[src/rtl/reloj_pkg.sv]
// Shared definitions for the clock/calendar time-setting path.
// Field codes, edit-mode FSM states and the reference clock rate.
package reloj_pkg;

    localparam int CLK_HZ   = 100_000_000;
    localparam int N_CAMPOS = 6;

    localparam logic [3:0] CAMPO_NINGUNO = 4'd0;
    localparam logic [3:0] CAMPO_SS      = 4'd1;
    localparam logic [3:0] CAMPO_MM      = 4'd2;
    localparam logic [3:0] CAMPO_HH      = 4'd3;
    localparam logic [3:0] CAMPO_DD      = 4'd4;
    localparam logic [3:0] CAMPO_MES     = 4'd5;
    localparam logic [3:0] CAMPO_AA      = 4'd6;

    typedef enum logic {
        INACTIVO = 1'b0,
        EDITANDO = 1'b1
    } estado_t;

endpackage

[src/rtl/antirrebote.sv]
// Push-button synchronizer + debouncer with a registered rising-edge tick.
// Latency: pin to tick-visible 2 + DEB_CYCLES cycles; level flips on the same edge the tick is set.
// No backpressure: free-running, one tick per debounced press.
module antirrebote #(
    parameter int DEB_CYCLES = 1_000_000
) (
    input  logic clk,
    input  logic reset,
    input  logic btn,
    output logic nivel,
    output logic flanco
);

    localparam int              CW      = (DEB_CYCLES > 1) ? $clog2(DEB_CYCLES) : 1;
    localparam logic [CW-1:0]   CNT_FIN = CW'(DEB_CYCLES - 1);

    logic          s1;
    logic          s2;
    logic [CW-1:0] cnt;

    // The counter only runs while the synchronized input disagrees with the
    // debounced level, so any bounce back to the old value restarts it.
    always_ff @(posedge clk or posedge reset) begin
        if (reset) begin
            s1     <= 1'b0;
            s2     <= 1'b0;
            cnt    <= '0;
            nivel  <= 1'b0;
            flanco <= 1'b0;
        end else begin
            s1     <= btn;
            s2     <= s1;
            flanco <= 1'b0;
            if (s2 == nivel) begin
                cnt <= '0;
            end else if (cnt == CNT_FIN) begin
                nivel  <= s2;
                flanco <= s2;
                cnt    <= '0;
            end else begin
                cnt <= cnt + 1'b1;
            end
        end
    end

endmodule

[src/rtl/control_edicion_botones.sv]
// Edit-mode front end: debounced buttons, field select FSM, up/down ticks with auto-repeat.
// Latency: button pin to registered output 2 + DEB_CYCLES + 1 cycles.
// No backpressure: Arriba/Abajo are single-cycle pulses consumed every cycle by the field counters.
module control_edicion_botones #(
    parameter int DEB_CYCLES = 1_000_000,
    parameter int REP_DELAY  = 50_000_000,
    parameter int REP_PERIOD = 25_000_000,
    parameter int N_CAMPOS   = reloj_pkg::N_CAMPOS
) (
    input  logic       clk,
    input  logic       reset,
    input  logic       btn_editar,
    input  logic       btn_izq,
    input  logic       btn_der,
    input  logic       btn_arriba,
    input  logic       btn_abajo,
    output logic [3:0] contadoresH,
    output logic       Arriba,
    output logic       Abajo,
    output logic       modo_edicion
);

    import reloj_pkg::*;

    localparam int            REP_MAX     = (REP_DELAY > REP_PERIOD) ? REP_DELAY : REP_PERIOD;
    localparam int            RW          = (REP_MAX > 1) ? $clog2(REP_MAX) : 1;
    localparam logic [RW-1:0] FIN_DELAY   = RW'(REP_DELAY - 1);
    localparam logic [RW-1:0] FIN_PERIOD  = RW'(REP_PERIOD - 1);
    localparam logic [3:0]    ULTIMO      = 4'(N_CAMPOS);

    logic       fl_editar, fl_izq, fl_der, fl_arriba, fl_abajo;
    logic       niv_arriba, niv_abajo;
    logic [2:0] unused_nivel;

    antirrebote #(.DEB_CYCLES(DEB_CYCLES)) u_deb_editar (
        .clk(clk), .reset(reset), .btn(btn_editar), .nivel(unused_nivel[0]), .flanco(fl_editar));
    antirrebote #(.DEB_CYCLES(DEB_CYCLES)) u_deb_izq (
        .clk(clk), .reset(reset), .btn(btn_izq), .nivel(unused_nivel[1]), .flanco(fl_izq));
    antirrebote #(.DEB_CYCLES(DEB_CYCLES)) u_deb_der (
        .clk(clk), .reset(reset), .btn(btn_der), .nivel(unused_nivel[2]), .flanco(fl_der));
    antirrebote #(.DEB_CYCLES(DEB_CYCLES)) u_deb_arriba (
        .clk(clk), .reset(reset), .btn(btn_arriba), .nivel(niv_arriba), .flanco(fl_arriba));
    antirrebote #(.DEB_CYCLES(DEB_CYCLES)) u_deb_abajo (
        .clk(clk), .reset(reset), .btn(btn_abajo), .nivel(niv_abajo), .flanco(fl_abajo));

    estado_t       estado, estado_n;
    logic [3:0]    campo, campo_n;
    logic          arriba_n, abajo_n;
    logic [RW-1:0] rep_cnt, rep_cnt_n;
    logic          rep_act, rep_act_n;
    logic          rep_fase, rep_fase_n;
    logic          rep_dir, rep_dir_n;

    always_ff @(posedge clk or posedge reset) begin
        if (reset) begin
            estado   <= INACTIVO;
            campo    <= CAMPO_NINGUNO;
            Arriba   <= 1'b0;
            Abajo    <= 1'b0;
            rep_cnt  <= '0;
            rep_act  <= 1'b0;
            rep_fase <= 1'b0;
            rep_dir  <= 1'b0;
        end else begin
            estado   <= estado_n;
            campo    <= campo_n;
            Arriba   <= arriba_n;
            Abajo    <= abajo_n;
            rep_cnt  <= rep_cnt_n;
            rep_act  <= rep_act_n;
            rep_fase <= rep_fase_n;
            rep_dir  <= rep_dir_n;
        end
    end

    // Priority: mode toggle, then field move, then up/down; anything that is
    // not an ongoing valid hold drops the repeat state.
    always_comb begin
        estado_n   = estado;
        campo_n    = campo;
        arriba_n   = 1'b0;
        abajo_n    = 1'b0;
        rep_cnt_n  = '0;
        rep_act_n  = 1'b0;
        rep_fase_n = 1'b0;
        rep_dir_n  = rep_dir;
        case (estado)
            INACTIVO: begin
                campo_n = CAMPO_NINGUNO;
                if (fl_editar) begin
                    estado_n = EDITANDO;
                    campo_n  = CAMPO_SS;
                end
            end
            EDITANDO: begin
                if (fl_editar) begin
                    estado_n = INACTIVO;
                    campo_n  = CAMPO_NINGUNO;
                end else if (fl_izq || fl_der) begin
                    if (fl_der && !fl_izq) begin
                        campo_n = (campo == ULTIMO) ? CAMPO_SS : campo + 1'b1;
                    end else if (fl_izq && !fl_der) begin
                        campo_n = (campo == CAMPO_SS) ? ULTIMO : campo - 1'b1;
                    end
                end else if (niv_arriba && niv_abajo) begin
                    rep_act_n = 1'b0;
                end else if (fl_arriba || fl_abajo) begin
                    arriba_n  = fl_arriba;
                    abajo_n   = !fl_arriba;
                    rep_act_n = 1'b1;
                    rep_dir_n = fl_arriba;
                end else if (rep_act && (rep_dir ? niv_arriba : niv_abajo)) begin
                    rep_act_n  = 1'b1;
                    rep_fase_n = rep_fase;
                    if (rep_cnt == (rep_fase ? FIN_PERIOD : FIN_DELAY)) begin
                        rep_fase_n = 1'b1;
                        arriba_n   = rep_dir;
                        abajo_n    = !rep_dir;
                    end else begin
                        rep_cnt_n = rep_cnt + 1'b1;
                    end
                end
            end
            default: begin
                estado_n = INACTIVO;
                campo_n  = CAMPO_NINGUNO;
            end
        endcase
    end

    assign contadoresH  = campo;
    assign modo_edicion = (estado == EDITANDO);

endmodule

[config.mk]
export PLATFORM = sky130hd
export DESIGN_NAME = control_edicion_botones
export DESIGN_NICKNAME = d
export VERILOG_FILES = /design/src/rtl/reloj_pkg.sv /design/src/rtl/antirrebote.sv /design/src/rtl/control_edicion_botones.sv
export SDC_FILE = /design/constraint.sdc
export NUM_CORES = 1
export LEC_CHECK = 0
export ABC_AREA = 1
export BUFFER_PORTS_ARGS = -buffer_cell sky130_fd_sc_hd__buf_2
export CORE_UTILIZATION = 60
export DETAILED_ROUTE_END_ITERATION = 8
export PLACE_DENSITY = 0.81
export SETUP_SLACK_MARGIN = 0.4
export SKIP_LAST_GASP = 1
export SYNTH_ARGS = -nofsm -noshare
export SYNTH_HDL_FRONTEND = slang
export SYNTH_SLANG_ARGS = --single-unit
export TNS_END_PERCENT = 50
[constraint.sdc]
create_clock -name clk -period 4.98 [get_ports clk]
set_input_delay 0.249 -clock clk [delete_from_list [all_inputs] [get_ports clk]]
set_output_delay 0.249 -clock clk [all_outputs]
set_load 0.05 [all_outputs]
# == Word-level counts from Yosys, hierarchy flattened ==
# Cells that the tools add are included.
# totals
input_bits,7
regBits,156
# classes
eq_ne,16
n_reduce_logical,17
n_addsub,8
mux,67
bitwise_logic,9
# ops
op,n
2-to-1 mux 26 bit,8
2-to-1 mux 20 bit,10
"adder 20 x 1 -> 20 bit, second input constant",5
"equality test 20 bit, second input constant",5
2-to-1 mux 1 bit,41
"adder 26 x 1 -> 26 bit, second input constant",1
equality test 26 bit,1
2-to-1 mux 4 bit,6
AND reduction 2 bit,6
NOT 1 bit,9
case mux 4 bit (2 select lines),1
"!= test 7 x 5 -> 1 bit, second input constant",1
equality test 1 bit,5
AND reduction 5 bit,1
"adder 4 x 1 -> 4 bit, second input constant",1
"equality test 4 x 1 -> 1 bit, second input constant",1
"equality test 4 x 3 -> 1 bit, second input constant",1
logical AND 1 bit,4
zero test 1 bit,4
"!= test 4 x 1 -> 1 bit, second input constant",1
"subtractor 4 x 1 -> 4 bit, second input constant",1
"!= test 3 x 1 -> 1 bit, second input constant",1
logical OR 1 bit,2
case mux 1 bit (2 select lines),1

# == Longest topological paths before layout ==
# logic_depth
ltp_word,9
ltp_mapped,10

# == Modules after synthesis ==
# A second synthesis with hierarchy kept.
# unflattened
cells_unflattened,1169
hier_area_um2,8903.5
# modules_own_cells
mod,area_each_um2,n_inst,seq_area_each_um2,cells_each
antirrebote,1298.7,5,600.6,164
control_edicion_botones,2409.8,1,900.9,349

# == Least setup slack after synthesis ==
# OpenSTA, ideal clock, no wires.
# synth_path
kind,reg2reg
from,"register estado, in the netlist modo_edicion"
to,register rep_cnt[12]
n_path_buf,1
stages_incl_launch_ff,10
setup_slack_ns,3.270
synth_period_minus_slack_ns,1.710
t_required_ns,4.911
t_arrival_ns,1.641
cell_sequence,dfrtp_1 > inv_1 > nor2_4 > nand4_2 > clkinv_2 > nand3_4 > nor2_8 > inv_8 > buf_12 > nor2_2
# synth_via
elab_chain_cells,1
# synth_lines
item,line,text
from (decl),control_edicion_botones.sv:46,"estado_t estado, estado_n;"
from (signal assigned),control_edicion_botones.sv:65,estado <= estado_n;
2-to-1 mux 26 bit,control_edicion_botones.sv:87,case (estado)
net rep_cnt_n[12],control_edicion_botones.sv:49,"logic [RW-1:0] rep_cnt, rep_cnt_n;"
to (signal assigned),control_edicion_botones.sv:69,rep_cnt <= rep_cnt_n;
to (decl),control_edicion_botones.sv:49,
# The timed path passes the listed nets, and every way through them passes these cells.
# A chain may end at the register's enable or synchronous reset.

# == Worst setup path in the final report ==
# layout_path
from,register rep_cnt[0]
to,register rep_cnt[16]
# layout_via
elab_chain_cells,8
elab_cells_between_ends,9
classes_between,add/sub: 1; eq/ne: 1; mux: 7
# layout_lines
item,line,text
adder 26 x 1 -> 26 bit / equality test 26 bit (equally long branches),"control_edicion_botones.sv:120, control_edicion_botones.sv:115",
2-to-1 mux 26 bit *,control_edicion_botones.sv:115,if (rep_cnt == (rep_fase ? FIN_PERIOD : FIN_DELAY)) begin
2-to-1 mux 26 bit *,control_edicion_botones.sv:112,end else if (rep_act && (rep_dir ? niv_arriba : niv_abajo)) begin
2-to-1 mux 26 bit *,control_edicion_botones.sv:107,end else if (fl_arriba || fl_abajo) begin
2-to-1 mux 26 bit *,control_edicion_botones.sv:105,end else if (niv_arriba && niv_abajo) begin
2-to-1 mux 26 bit *,control_edicion_botones.sv:99,end else if (fl_izq || fl_der) begin
2-to-1 mux 26 bit *,control_edicion_botones.sv:96,if (fl_editar) begin
2-to-1 mux 26 bit *,control_edicion_botones.sv:87,
net rep_cnt_n[16],control_edicion_botones.sv:49,
# The timed path passes the listed nets; every way through them passes the cells marked *.

==> flow_summary.ini <==
[logic_synthesis]
synth_top_cell_area_share = 0.468
synth.avg_cell_area_um2 = 7.71
synthMuxAreaShare = 0
synth_seq_cells = 156
synth_xor_area_frac = 0.0609
synth.area.top_cells = dfrtp_1 (47%), nand2_1 (11%), nor2_1 (10%)
syn_area_mm2 = 0.00834
synthSimpleGateAreaFrac = 0.355
synthesis.nets = 1098
yosys_warnings = 0
yosys.area.top_type = dfrtp_1
synth_top_family_by_area = simple AND/OR/NAND/NOR gates
seq_area_frac_synth = 0.468
synth_cell_types = 39
synthAdderAreaFrac = 0.0150
syn-instance-count = 1081
synth_compound_area_frac = 0.0359

[finish]
fin_nets = 1132
fin_util = 0.688
antenna_cells = 0
drive_gt1_frac = 0.0878
area_growth_pct = 10.6
design_area_mm2 = 0.00922

[drt]
dr.pass1.iters = 5
vias = 6783
drtAntennaViolNets = 0
finalWirelength_um = 16600
drc_errors = 0
vias_per_cell = 5.20
drt-wirelength-per-cell_um = 12.8
drtIter0Drc = 490

[critical_path]
r2r-end = rep_cnt[16]$_DFF_PP0_
crit_start = rep_cnt[0]$_DFF_PP0_
critPathMaxStageDelay_ns = 0.45
cpMaxStageDelayCell = dfrtp_1
cp-endpoint = rep_cnt[16]$_DFF_PP0_
reg2reg_depth = 8
cp_data_required_time_ns = 5.29
rrSetupSlack_ns = 3.23
path_class = register to register
critPathMaxFanout = 18
crit_chain = ha_1, nand4_2, nor2_1, nand2_1, nor2_4, nor2_8, inv_8, nor2_1
path_common_cell = nor2_1
cp-end-kind = register
start_kind = register
worstPathArrival_ns = 2.06
r2r_start = rep_cnt[0]$_DFF_PP0_

[floorplanning]
dieHeight_um = 120
core_area_mm2 = 0.0134
start_util = 0.622
rows = 42
ios = 14
fp.dieW_um = 120
die-area_mm2 = 0.0144

[hold_path]
hold_path_class = input pin to asynchronous set/reset pin

[power_and_ir_drop]
switching_share = 0.219
clkPwrFrac = 0.476
finalPower_mw = 2.60
power.internal_mw = 2.03
power_switching_mw = 0.570
leakage_nw = 4.12
seqPwrFrac = 0.497
vdd_ir_drop_max_uv = 249
power_frac_comb = 0.027
power_density_mw_per_mm2 = 282

[cts]
numCtsBuffers = 17
ctsResizeCount = 0
cts-root-buf = clkbuf_16
post_cts_buffers = 0
clkTransAtPathRegs_ns = 0.06
postCtsHoldBufs = 5
cts_tree = done
cts_max_path_buffers = 2
cts_sinks = 156
clk-insertion-delay-late_ns = 0.43
h-tree-depth = 4

[timing]
fin_crit_ns = 1.75
setup_viol = 0
setup_tns_ns = 0
final_max_slew_viol_count = 0
final.period_utilization = 0.352
worst_pin_slew_ns = 0.831
max_slew_margin = 0.446
finClkSkew_ns = 0.00986
final_hold_viol_count = 0
fmax_mhz = 570
rsz0062_at_grt = false

[placement]
place_area_mm2 = 0.00860
port_buffers = 13
gp_congestion = 0.923
dp_hpwl_um = 11500

[global_route]
grt_use_total = 0.252
grt_antenna_before_repair = 0
grt.busiest_layer = met2
use_met1 = 0.321
grt_pass1_wl_um = 28700
grt_pass1_vias = 6460
met2_usage = 0.422
grt-ovfl-total = 0
met3_usage = 0.0528
grt_max_degree = 97

[run]
maxCapViolCount = 0

[run_status]
status = completed
## cell usage after synthesis (all sizes together)
library cell,count
ha,10
nor3,46
o21bai,2
nor3b,5
xor2,44
clkbuf,2
buf,2
a31oi,5
o211ai,1
inv,132
and3,3
or2,4
nand3b,5
clkinv,2
nor2,256
o22ai,1
o21ai,21
nand4,25
dfrtp,156
nand2,246
a21oi,26
xnor2,14
nand3,70
and2,3
## cells in the final DEF, fill, tap and decap left out, types with 3 or more instances in the layout
cell type,n
nand2_1,239
o21ai_0,20
nand4_1,23
and2_1,3
nor2_2,20
clkinv_2,3
clkbuf_8,3
dfrtp_1,156
dlygate4sd3_1,5
buf_2,13
nor3b_1,3
a21oi_1,26
ha_1,10
nor2_4,5
inv_1,125
nor2_1,230
inv_2,5
a31oi_1,5
or2_2,4
xor2_1,44
nand3_1,67
clkinvlp_4,4
clkbuf_16,17
xnor2_1,14
nor3_1,45
and3_1,3
nand3b_1,3
nand2_2,7
clkbuf_1,3
## registers in the layout, summed over array words and instances (netlist names), 4 cells and up
register	count
contadoresH	4
u_deb_abajo.cnt	20
u_deb_arriba.cnt	20
u_deb_der.cnt	20
rep_cnt	26
u_deb_izq.cnt	20
u_deb_editar.cnt	20
## stage by stage
stage | hold WS, ns | instances | setup slack (ns)
4_1_cts | 0.0387 | 1304 | 3.20
6_report | 0.000775 | 1304 | 3.23
3_3_place_gp | 0.331 | 1267 | 3.20
2_1_floorplan | 0.280 | 1081 | 0.524
5_1_grt | 0.0766 | 1304 | 3.11
3_5_place_dp | 0.335 | 1267 | 3.17
## metal layers
layer / part of all wire / up-vias
met5: 0 / -
met1: 0.45 / 3167
met4: 0.018 / 0
met2: 0.49 / 122
li1: - / 3472
met3: 0.038 / 22
## critical path: cells and delay by family (launching register included)
kind                     cells  cell delay (ns)
adder cells (fa/ha/maj)      1             0.27
buffers and inverters        1             0.14
flip-flops                   1             0.45
AND/OR/NAND/NOR              6             0.76
## kinds of logic after synthesis
kind of cell    Yosys count
simple gates            663
flops                   156
buf+inv                 138
compound gates           56
fa+ha+maj                10
xor+xnor                 58
## worst min-delay path by stage
stage / cells after the start / slack [ns] / to / from
2_1_floorplan: 0 / 0.28 / u_deb_abajo.s1$_DFF_PP0_ / btn_abajo
4_1_cts: 2 / 0.04 / u_deb_izq.cnt[12]$_DFF_PP0_ / reset
6_report: 2 / 0.0008 / u_deb_izq.cnt[12]$_DFF_PP0_ / reset
5_1_grt: 2 / 0.08 / u_deb_izq.cnt[9]$_DFF_PP0_ / reset
3_5_place_dp: 0 / 0.33 / u_deb_abajo.s2$_DFF_PP0_ / u_deb_abajo.s1$_DFF_PP0_
3_3_place_gp: 0 / 0.33 / u_deb_der.s2$_DFF_PP0_ / u_deb_der.s1$_DFF_PP0_
## power by group through the flow
stage	combinational [mW]	sequential (mW)	clock, mW
final	0.0709	1.29	1.23
after global routing	0.0839	1.29	1.31
after CTS	0.0732	1.29	1.25
after detailed placement	0.0699	1.31	0
after global placement	0.0677	1.31	0
after floorplan	0.0505	1.31	0
## cell type report
type	instances	area, um^2
fillers	1076	4180
flip-flops and latches	156	3900
multi-input cells	787	3890
inverters	134	517
clock buffers	23	478
well taps	176	220
repair buffers	19	123
clock inverters	9	87.6
Note: power is estimated with default switching activity, not from simulation.
